File: src/rtl/fetch_pkg.sv
// Shared fetch-stage types: state encoding, buffer entry layout and PC helpers.
// Pure declarations; no latency or flow-control behaviour of its own.
package fetch_pkg;

  localparam int XLEN    = 32;
  localparam int INSTR_W = 32;
  localparam int IMM_W   = 16;
  localparam logic [XLEN-1:0] PC_STEP = 32'd4;

  typedef enum logic {
    FETCH = 1'b0,
    FLUSH = 1'b1
  } fetch_state_t;

  typedef struct packed {
    logic [INSTR_W-1:0] data;
    logic [XLEN-1:0]    pc;
  } fetch_entry_t;

  function automatic logic [XLEN-1:0] align_pc(input logic [XLEN-1:0] pc);
    return {pc[XLEN-1:2], 2'b00};
  endfunction

endpackage

File: src/rtl/fetch_buffer.sv
// Synchronous FIFO of fetch entries with flush; head is visible the cycle after push.
// Push is dropped when full unless a pop frees the slot in the same cycle.
module fetch_buffer
  import fetch_pkg::*;
#(
  parameter  int DEPTH = 2,
  localparam int AW    = $clog2(DEPTH),
  localparam int CW    = AW + 1
) (
  input  logic          clk,
  input  logic          reset,
  input  logic          i_flush,
  input  logic          i_push_vld,
  input  fetch_entry_t  i_push_dat,
  input  logic          i_pop_rdy,
  output fetch_entry_t  o_head_dat,
  output logic [CW-1:0] o_count,
  output logic          o_full,
  output logic          o_empty
);

  fetch_entry_t  r_mem [DEPTH];
  logic [AW-1:0] r_wr_ptr;
  logic [AW-1:0] r_rd_ptr;
  logic [CW-1:0] r_count;

  logic w_push;
  logic w_pop;

  assign o_full     = (r_count == CW'(DEPTH));
  assign o_empty    = (r_count == '0);
  assign o_count    = r_count;
  assign o_head_dat = r_mem[r_rd_ptr];

  assign w_pop  = i_pop_rdy && !o_empty;
  assign w_push = i_push_vld && (!o_full || w_pop);

  // Flush only rewinds the pointers; stale storage is never visible while empty.
  always_ff @(posedge clk) begin
    if (reset) begin
      r_wr_ptr <= '0;
      r_rd_ptr <= '0;
      r_count  <= '0;
      for (int i = 0; i < DEPTH; i++) begin
        r_mem[i] <= '0;
      end
    end else if (i_flush) begin
      r_wr_ptr <= '0;
      r_rd_ptr <= '0;
      r_count  <= '0;
    end else begin
      if (w_push) begin
        r_mem[r_wr_ptr] <= i_push_dat;
        r_wr_ptr        <= r_wr_ptr + AW'(1);
      end
      if (w_pop) begin
        r_rd_ptr <= r_rd_ptr + AW'(1);
      end
      r_count <= r_count + CW'(w_push) - CW'(w_pop);
    end
  end

endmodule

File: src/rtl/instruction_fetch_unit.sv
// Fetch stage: issues word-aligned imem requests, buffers responses, feeds decode; 1 cycle rsp->instr_valid.
// Requests are credit-limited to free buffer slots; redirects flush and drain in-flight responses. Option: FETCH_PERF_CNT_EN.
module instruction_fetch_unit
  import fetch_pkg::*;
#(
  parameter logic [XLEN-1:0] RESET_PC  = 32'h0000_0000,
  parameter int              BUF_DEPTH = 2
) (
  input  logic               clk,
  input  logic               reset,
  output logic               imem_req_valid,
  input  logic               imem_req_ready,
  output logic [XLEN-1:0]    imem_req_addr,
  input  logic               imem_rsp_valid,
  input  logic [INSTR_W-1:0] imem_rsp_data,
  input  logic               redirect_valid,
  input  logic [XLEN-1:0]    redirect_pc,
  output logic               instr_valid,
  input  logic               instr_ready,
  output logic [INSTR_W-1:0] instr_data,
  output logic [XLEN-1:0]    instr_pc,
  output logic [31:0]        perf_fetch_cnt,
  output logic [31:0]        perf_flush_cnt
);

  localparam int CW = $clog2(BUF_DEPTH) + 1;

  fetch_state_t  r_state;
  logic [XLEN-1:0] r_fetch_pc;
  logic [CW-1:0] r_outstanding;

  fetch_state_t    w_state_nxt;
  logic [XLEN-1:0] w_fetch_pc_nxt;
  logic [CW-1:0]   w_outstanding_nxt;
  logic            w_req_fire;
  logic            w_rsp_keep;
  logic            w_pop;
  logic [CW:0]     w_credit_sum;
  logic            w_credit;

  fetch_entry_t  w_buf_head;
  fetch_entry_t  w_buf_push;
  logic [CW-1:0] w_buf_count;
  logic          w_buf_full;
  logic          w_buf_empty;

  fetch_entry_t  w_pcq_head;
  fetch_entry_t  w_pcq_push;
  logic [CW-1:0] w_pcq_count;
  logic          w_pcq_full;
  logic          w_pcq_empty;

  assign instr_valid   = !w_buf_empty && !reset;
  assign instr_data    = w_buf_head.data;
  assign instr_pc      = w_buf_head.pc;
  assign w_pop         = instr_valid && instr_ready;
  assign imem_req_addr = r_fetch_pc;
  assign w_req_fire    = imem_req_valid && imem_req_ready;
  assign w_rsp_keep    = imem_rsp_valid && (r_state == FETCH) && !redirect_valid && !w_pcq_empty;

  // In FETCH the PC queue depth equals the outstanding count. A slot being
  // popped this cycle counts as free, which sustains 1 instr/cycle.
  assign w_credit_sum = (CW+1)'(w_pcq_count) + (CW+1)'(w_buf_count) - (CW+1)'(w_pop);
  assign w_credit     = (w_credit_sum < (CW+1)'(BUF_DEPTH)) && !w_pcq_full && !(w_buf_full && !w_pop);

  always_ff @(posedge clk) begin
    if (reset) begin
      r_state       <= FETCH;
      r_fetch_pc    <= RESET_PC;
      r_outstanding <= '0;
    end else begin
      r_state       <= w_state_nxt;
      r_fetch_pc    <= w_fetch_pc_nxt;
      r_outstanding <= w_outstanding_nxt;
    end
  end

  always_comb begin
    w_state_nxt       = r_state;
    w_fetch_pc_nxt    = r_fetch_pc;
    imem_req_valid    = 1'b0;
    w_outstanding_nxt = r_outstanding;

    if ((r_state == FETCH) && !redirect_valid && !reset) begin
      imem_req_valid = w_credit;
    end

    w_outstanding_nxt = r_outstanding + CW'(w_req_fire) - CW'(imem_rsp_valid);

    if (redirect_valid) begin
      w_fetch_pc_nxt = align_pc(redirect_pc);
    end else if (w_req_fire) begin
      w_fetch_pc_nxt = r_fetch_pc + PC_STEP;
    end

    unique case (r_state)
      FETCH: begin
        if (redirect_valid && (w_outstanding_nxt != '0)) begin
          w_state_nxt = FLUSH;
        end
      end
      FLUSH: begin
        if (w_outstanding_nxt == '0) begin
          w_state_nxt = FETCH;
        end
      end
      default: w_state_nxt = FETCH;
    endcase
  end

  always_comb begin
    w_buf_push      = w_pcq_head;
    w_buf_push.data = imem_rsp_data;
    w_pcq_push      = '0;
    w_pcq_push.pc   = r_fetch_pc;
  end

  fetch_buffer #(.DEPTH(BUF_DEPTH)) u_instr_buf (
    .clk        (clk),
    .reset      (reset),
    .i_flush    (redirect_valid),
    .i_push_vld (w_rsp_keep),
    .i_push_dat (w_buf_push),
    .i_pop_rdy  (w_pop),
    .o_head_dat (w_buf_head),
    .o_count    (w_buf_count),
    .o_full     (w_buf_full),
    .o_empty    (w_buf_empty)
  );

  fetch_buffer #(.DEPTH(BUF_DEPTH)) u_pc_queue (
    .clk        (clk),
    .reset      (reset),
    .i_flush    (redirect_valid),
    .i_push_vld (w_req_fire),
    .i_push_dat (w_pcq_push),
    .i_pop_rdy  (w_rsp_keep),
    .o_head_dat (w_pcq_head),
    .o_count    (w_pcq_count),
    .o_full     (w_pcq_full),
    .o_empty    (w_pcq_empty)
  );

`ifdef FETCH_PERF_CNT_EN
  logic [31:0] r_perf_fetch_cnt;
  logic [31:0] r_perf_flush_cnt;

  always_ff @(posedge clk) begin
    if (reset) begin
      r_perf_fetch_cnt <= '0;
      r_perf_flush_cnt <= '0;
    end else begin
      if (w_pop) begin
        r_perf_fetch_cnt <= r_perf_fetch_cnt + 32'd1;
      end
      if (redirect_valid) begin
        r_perf_flush_cnt <= r_perf_flush_cnt + 32'd1;
      end
    end
  end

  assign perf_fetch_cnt = r_perf_fetch_cnt;
  assign perf_flush_cnt = r_perf_flush_cnt;
`else
  assign perf_fetch_cnt = 32'd0;
  assign perf_flush_cnt = 32'd0;
`endif

endmodule

File: config.mk
export PLATFORM = sky130hd
export DESIGN_NAME = instruction_fetch_unit
export DESIGN_NICKNAME = d
export VERILOG_FILES = /design/src/rtl/fetch_pkg.sv /design/src/rtl/fetch_buffer.sv /design/src/rtl/instruction_fetch_unit.sv
export SDC_FILE = /design/constraint.sdc
export NUM_CORES = 1
export LEC_CHECK = 0
export BUFFER_PORTS_ARGS = -buffer_cell sky130_fd_sc_hd__buf_2
export CAP_MARGIN = 20
export CELL_PAD_IN_SITES_DETAIL_PLACEMENT = 1
export CELL_PAD_IN_SITES_GLOBAL_PLACEMENT = 2
export CORE_MARGIN = 2
export CORE_UTILIZATION = 36
export DETAILED_ROUTE_END_ITERATION = 7
export PLACE_DENSITY_LB_ADDON = 0.08
export SYNTH_ARGS = -nofsm -noshare
export SYNTH_HDL_FRONTEND = slang
export SYNTH_SLANG_ARGS = --single-unit
File: constraint.sdc
create_clock -name clk -period 6.9 [get_ports clk]
set_input_delay 0 -clock clk [delete_from_list [all_inputs] [get_ports clk]]
set_output_delay 0 -clock clk [all_outputs]
set_load 0.005 [all_outputs]
After elaboration in Yosys (flattened, before gate mapping)
Memories as Yosys holds them, arrays and structs flattened. A register that Yosys moved wholly into a read port is not among the register bits.
Cells that the tools add are included.
{"block": "classes", "addsub": 13, "n_mul": 0, "div": 0, "magnitude_cmp": 1, "eq_ne": 2, "n_shift": 0, "n_mux": 26, "n_bitwise": 1, "n_reduce_logical": 34}
{"cell": "32-bit two-way mux", "count": 3}
{"cell": "64-bit two-way mux", "count": 1}
{"cell": "64-bit OR reduction", "count": 1}
{"cell": "32-bit by 3-bit adder with 32-bit output, second input constant", "count": 1}
{"cell": "32-bit OR reduction", "count": 1}
{"cell": "1-bit two-way mux", "count": 21}
{"cell": "1-bit logical AND", "count": 16}
{"cell": "1-bit logical NOT", "count": 8}
{"cell": "2-bit by 1-bit adder with 2-bit output", "count": 3}
{"cell": "2-bit logical NOT", "count": 3}
{"cell": "2-bit by 1-bit subtractor with 2-bit output", "count": 3}
{"cell": "1-bit adder, second input constant", "count": 4}
{"cell": "2-bit equality test, second input constant", "count": 2}
{"cell": "2-bit nonzero test", "count": 2}
{"cell": "2-bit by 2-bit adder with 3-bit output", "count": 1}
{"cell": "3-bit by 2-bit less-than comparator with 1-bit output, second input constant", "count": 1}
{"cell": "3-bit by 1-bit subtractor with 3-bit output", "count": 1}
{"cell": "1-bit logical OR", "count": 2}
{"cell": "1-bit one-hot mux with 2 select lines", "count": 1}
{"cell": "2-bit OR reduction", "count": 1}
{"cell": "1-bit NOT", "count": 1}
{"block": "word_totals", "ff_bits": 43, "latch_bits": 0, "ramBits": 192, "romBits": 0, "input_bits": 70, "output_inout_bits": 162, "wordCells": 89, "memories": 2}
{"memory": "u_instr_buf.r_mem", "words": 2, "width": 64, "read_ports": 1, "rd_ports_with_merged_regs": 1, "write_ports": 2, "line_no": "fetch_buffer.sv:22", "rtl": "fetch_entry_t r_mem [DEPTH];"}
{"memory": "u_pc_queue.r_mem", "words": 2, "width": 32, "read_ports": 1, "rd_ports_with_merged_regs": 1, "write_ports": 2, "line_no": "fetch_buffer.sv:22"}

Logic depth before layout (Yosys ltp)
{"block": "depth", "ltp_word": 17, "depth_mapped": 18, "ltp_nobuf": 16}

By module
From an unflattened synthesis, not the netlist that was laid out.
{"block": "unflattened", "hier_cells": 1074, "hier_area_um2": 14307.5}
{"mod": "fetch_buffer", "instances": 2, "cells_each": 372, "area_per_inst_um2": 5863.1, "seq_area_each_um2": 3943.8}
{"mod": "instruction_fetch_unit", "instances": 1, "cells_each": 330, "area_per_inst_um2": 2581.2, "seq_area_each_um2": 660.6}

Least setup slack after synthesis
Ideal clock, no wire load.
{"block": "synth_path", "kind": "register to register", "startpoint": "register u_instr_buf.r_count[1], in the netlist u_instr_buf.o_count[1]", "endpoint": "memory u_pc_queue.r_mem[0][10] (netlist bit) (enable)", "setup_ps": 459, "arrival_ps": 4421, "required_time_ps": 6441, "path_slack_ps": 2021, "stages_incl_launch_ff": 13, "n_path_buf": 1, "synth_period_minus_slack_ps": 4879, "path_cell_list": "dfxtp_1 > inv_1 > a21oi_1 > and2_1 > ha_1 > nand2b_1 > fa_1 > xor2_2 > nand3_4 > nor2_8 > inv_2 > buf_2 > o21ai_0"}
{"element": "start: declaration", "line_no": "fetch_buffer.sv:25", "rtl": "logic [CW-1:0] r_count;"}
{"element": "start signal: assignment", "line_no": "fetch_buffer.sv:59", "rtl": "r_count <= r_count + CW'(w_push) - CW'(w_pop);"}
{"element": "end: declaration", "line_no": "fetch_buffer.sv:22"}

==> flow_metrics.py <==
metrics = {
    "status": {
        "run_status": "completed",
    },
    "critical_path": {
        "timing.critical_path.slowest_cell_delay_ps": 550,
        "cp_num_cells": 12,
        "worst_ep_required_time_ps": 7090,
        "critical_path_arrival_ps": 4180,
        "ff2ff_path_depth": 12,
        "worst_path_dominant_cell_family": "simple AND/OR/NAND/NOR gates",
        "critical_path.startpoint_type": "flip-flop",
        "path_cells": "inv_1 -> a21oi_1 -> and2_1 -> ha_1 -> nand2b_1 -> fa_1 -> o2111ai_4 -> nor2_8 -> buf_4 -> nand2_1 -> nand2_1 -> buf_4",
        "crit_path_top_delay_cell": "sky130_fd_sc_hd__fa_1",
        "path_buf_inv": 3,
        "ws_path_type": "reg -> reg",
        "setup.worst_path.end_class": "flip-flop",
        "crit_fanout": 52,
    },
    "placed_design": {
        "hpwlAfterDp_microns": 16750,
        "place.gp.congestion": 0.7392,
        "dp_worst_setup_slack_ps": 2718,
        "io_buffers": 161,
    },
    "timing": {
        "setup_slack_ps": 2917,
        "clock-skew-final_ps": 7.558,
        "timing.max_slew.rel_slack_pct": 33.64,
        "hold-worst-slack_ps": 13.47,
        "worstMarginPinSlew_ps": 995.4,
        "min_cycle_time_layout_ps": 3983,
        "final_max_slew_viol_count": 0,
        "timing.setup.tns_ps": 0,
        "hold_viol_final": 0,
        "setup_repair_after_global_routing_missed_its_margin": "false",
        "finalSetupViolCount": 0,
        "timing.fmax_mhz": 251.1,
        "ratio_of_final_minimum_period_to_clock_period_pct": 57.72,
    },
    "power": {
        "irDropWorstVdd_mv": 0.1733,
        "post_layout_total_power_mw": 3.291,
        "cellInternalPower_mw": 2.573,
        "share_comb_of_total_power_pct": 6.9,
        "clkPwrFrac_pct": 45.4,
        "switchingPower_mw": 0.7176,
        "power.switching_fraction_pct": 21.81,
        "seq_power_share_pct": 47.8,
        "power-per-cell-area_mw_per_mm2": 246.4,
        "power_leakage_nw": 5.358,
    },
    "synthesis": {
        "synthesis.area_sq_mm": 0.01082,
        "yosys.cell_types.count": 62,
        "syn_avg_cell_area_sq_um": 12.14,
        "syn_inst": 891,
        "synth_simple_gate_area_share_pct": 16.81,
        "number_of_enable_type_register_cells_in_the_synthesized_netlist": 184,
        "synth_async_sr_flop_share_pct": 0,
        "synth_seq_cells": 227,
        "synth_seq_area_share_pct": 59.05,
        "synthXorXnorAreaFrac_pct": 0.9602,
        "synthFlopType": "sky130_fd_sc_hd__edfxtp_1",
        "synth_fa_ha_area_share_pct": 1.226,
        "synth-compound-area-share_pct": 4.928,
        "yosysWarnings": 0,
        "synth_top_family_by_area": "simple AND/OR/NAND/NOR gates",
        "synth.mux.area_fraction_pct": 9.521,
    },
    "die": {
        "core.rowCount": 63,
        "die_width_microns": 177.3,
        "io_pins": 232,
        "core-area_sq_mm": 0.02964,
        "start_util_pct": 36.49,
        "dieArea_sq_mm": 0.03145,
        "die_span_y_microns": 177.3,
    },
    "layout": {
        "layout.nets": 1184,
        "antenna-diode-count": 0,
        "commonest_cells_after_routing_fill_and_taps_aside": "sky130_fd_sc_hd__edfxtp_1, sky130_fd_sc_hd__buf_2, sky130_fd_sc_hd__and2_1",
        "final_layout_size_suffix_gt1_share_pct": 27.22,
        "areaGrowthSynthToFinish_pct": 23.50,
        "n_fill_cell": 3244,
        "layout_commonest_cell": "sky130_fd_sc_hd__edfxtp_1",
    },
    "global_routing": {
        "grt_pass1_wl_microns": 40470,
        "via_count_of_the_first_global_routing_pass": 7312,
        "overflow": 0,
        "maximum_number_of_pins_on_one_net_before_global_route_repair": 63,
        "grt_antenna_before_repair": 0,
        "grt_use_total_pct": 16.38,
    },
    "detailed_routing": {
        "detail_route.drc_violations": 0,
        "routed_wirelength_microns": 25790,
        "vias": 7249,
        "drt_pre_antenna_iters": 5,
        "detail-route-antenna-nets": 0,
        "detail_route.wl_per_cell_microns": 17.03,
        "drt-initial-drc-count": 373,
        "vias_per_cell": 4.788,
    },
    "clock_network": {
        "clk_pin_slew_ps": 60,
        "worst_skew_pair_latency_ps": 520,
        "clock-sinks": 227,
        "cts_tree": "yes",
        "cts_max_level": 1,
        "cts_root_buffer": "sky130_fd_sc_hd__clkbuf_16",
        "buffers_from_clock_root_to_sink_at_most": 3,
        "post-cts-setup-buffer-count": 0,
        "tritoncts.num_buffers": 26,
    },
    "min_path": {
        "worstHoldPathType": "in -> reg",
        "hold_path_depth": 4,
    },
    "job": {
        "timing.max_cap.violations": 0,
    },
}
-- synth_stat cells (4+ instances only) --
library cell / n / area [sq um]
sky130_fd_sc_hd__o211ai_1: 4 / 30.03
sky130_fd_sc_hd__clkbuf_1: 43 / 161.4
sky130_fd_sc_hd__dfxtp_1: 43 / 860.8
sky130_fd_sc_hd__or4_1: 6 / 45.04
sky130_fd_sc_hd__ha_1: 9 / 112.6
sky130_fd_sc_hd__a21oi_1: 18 / 90.09
sky130_fd_sc_hd__buf_4: 69 / 518.0
sky130_fd_sc_hd__and2_1: 91 / 569.3
sky130_fd_sc_hd__a31oi_1: 12 / 75.07
sky130_fd_sc_hd__xnor2_1: 9 / 78.83
sky130_fd_sc_hd__inv_1: 20 / 75.07
sky130_fd_sc_hd__a211oi_1: 4 / 30.03
sky130_fd_sc_hd__mux2i_1: 32 / 320.3
sky130_fd_sc_hd__o21ai_0: 12 / 60.06
sky130_fd_sc_hd__nor4_1: 6 / 37.54
sky130_fd_sc_hd__nand2_1: 35 / 131.4
sky130_fd_sc_hd__nor2_1: 80 / 300.3
sky130_fd_sc_hd__nand3_1: 19 / 95.09
sky130_fd_sc_hd__buf_2: 4 / 20.02
sky130_fd_sc_hd__nor3_1: 22 / 110.1
sky130_fd_sc_hd__mux2_2: 63 / 709.4
sky130_fd_sc_hd__and3_1: 40 / 250.2
sky130_fd_sc_hd__o311ai_0: 6 / 52.55
sky130_fd_sc_hd__edfxtp_1: 184 / 5525
sky130_fd_sc_hd__nand4_1: 8 / 50.05
-- cell type report --
cell class	count	area [sq um]	area share (%)
Clock buffer	32	734.5	5.499
Timing Repair Buffer	239	1569	11.75
Multi-Input combinational cell	589	3881	29.06
Inverter	21	78.83	0.5902
Clock inverter	16	217.7	1.630
Sequential cell	227	6387	47.82
Tap cell	390	488.0	3.653
-- power by group through the flow --
| stage | Sequential (mW) | Clock [mW] | Combinational, mW |
|---|---|---|---|
| floorplan | 1.59 | 0 | 0.141 |
| global placement | 1.60 | 0 | 0.199 |
| detailed placement | 1.60 | 0 | 0.201 |
| CTS | 1.57 | 1.53 | 0.229 |
| global route | 1.58 | 1.58 | 0.255 |
| finish | 1.57 | 1.49 | 0.226 |
-- worst register-to-register path, cell delays in order (launching register included) --
cell and delay [ps]:
sky130_fd_sc_hd__dfxtp_1 350, sky130_fd_sc_hd__inv_1 100, sky130_fd_sc_hd__a21oi_1 210, sky130_fd_sc_hd__and2_1 160, sky130_fd_sc_hd__ha_1 210, sky130_fd_sc_hd__nand2b_1 150
sky130_fd_sc_hd__fa_1 550, sky130_fd_sc_hd__o2111ai_4 340, sky130_fd_sc_hd__nor2_8 210, sky130_fd_sc_hd__buf_4 470, sky130_fd_sc_hd__nand2_1 130, sky130_fd_sc_hd__nand2_1 380
sky130_fd_sc_hd__buf_4 370
-- per-stage QoR --
stage,cell area (sq um),util (%),instances
floorplan,11070,-,958
global placement,11740,39.61,1401
detailed placement,11740,39.61,1401
CTS,13320,44.95,1512
global route,13360,45.07,1514
finish,13360,45.07,1514
-- sequential cells by signal, summed over array words and instances, names as in the netlist, named ones only --
name,flops
u_pc_queue.r_mem,60
r_state,1
u_instr_buf.r_wr_ptr,1
u_pc_queue.r_wr_ptr,1
imem_req_addr,30
u_pc_queue.r_rd_ptr,1
u_pc_queue.o_count,2
u_instr_buf.r_mem,124
r_outstanding,2
u_instr_buf.o_count,2
u_instr_buf.r_rd_ptr,1
-- kinds of logic after synthesis --
| family | Yosys count |
|---|---|
| multiplexers | 95 |
| AND/OR/NAND/NOR | 329 |
| AO/OA/AOI/OAI | 76 |
| other | 1 |
| flip-flops | 227 |
| buffers and inverters | 142 |
| XOR/XNOR | 11 |
| adder cells (fa/ha/maj) | 10 |
-- timing repair --
action,in CTS,in global routing
resized for setup,0,0
hold buffers,63,0
hold endpoints to repair,96,0
-- routing by layer --
metal  vias up  GRT usage (%)  part of all wire, %  wire length [microns]
met4         0          3.210                  1.3                    337
met5         -              0                    0                      0
met2       209          26.25                   46                  11750
met1      3506          23.62                   47                  12230
li1       3506              -                    -                      -
met3        28          2.549                  5.7                   1471
-- worst paths after layout --
path / start / end / slack, ps
hold / removal: instr_ready / flip-flop / 10
setup reg to reg: u_instr_buf.o_count[1] / u_pc_queue.r_mem[1][9] / 2920
hold reg to reg: u_pc_queue.r_rd_ptr / u_pc_queue.r_rd_ptr / 530
setup / recovery: u_instr_buf.o_count[1] / u_pc_queue.r_mem[1][9] / 2920
Note: power is estimated with default switching activity, not from simulation.
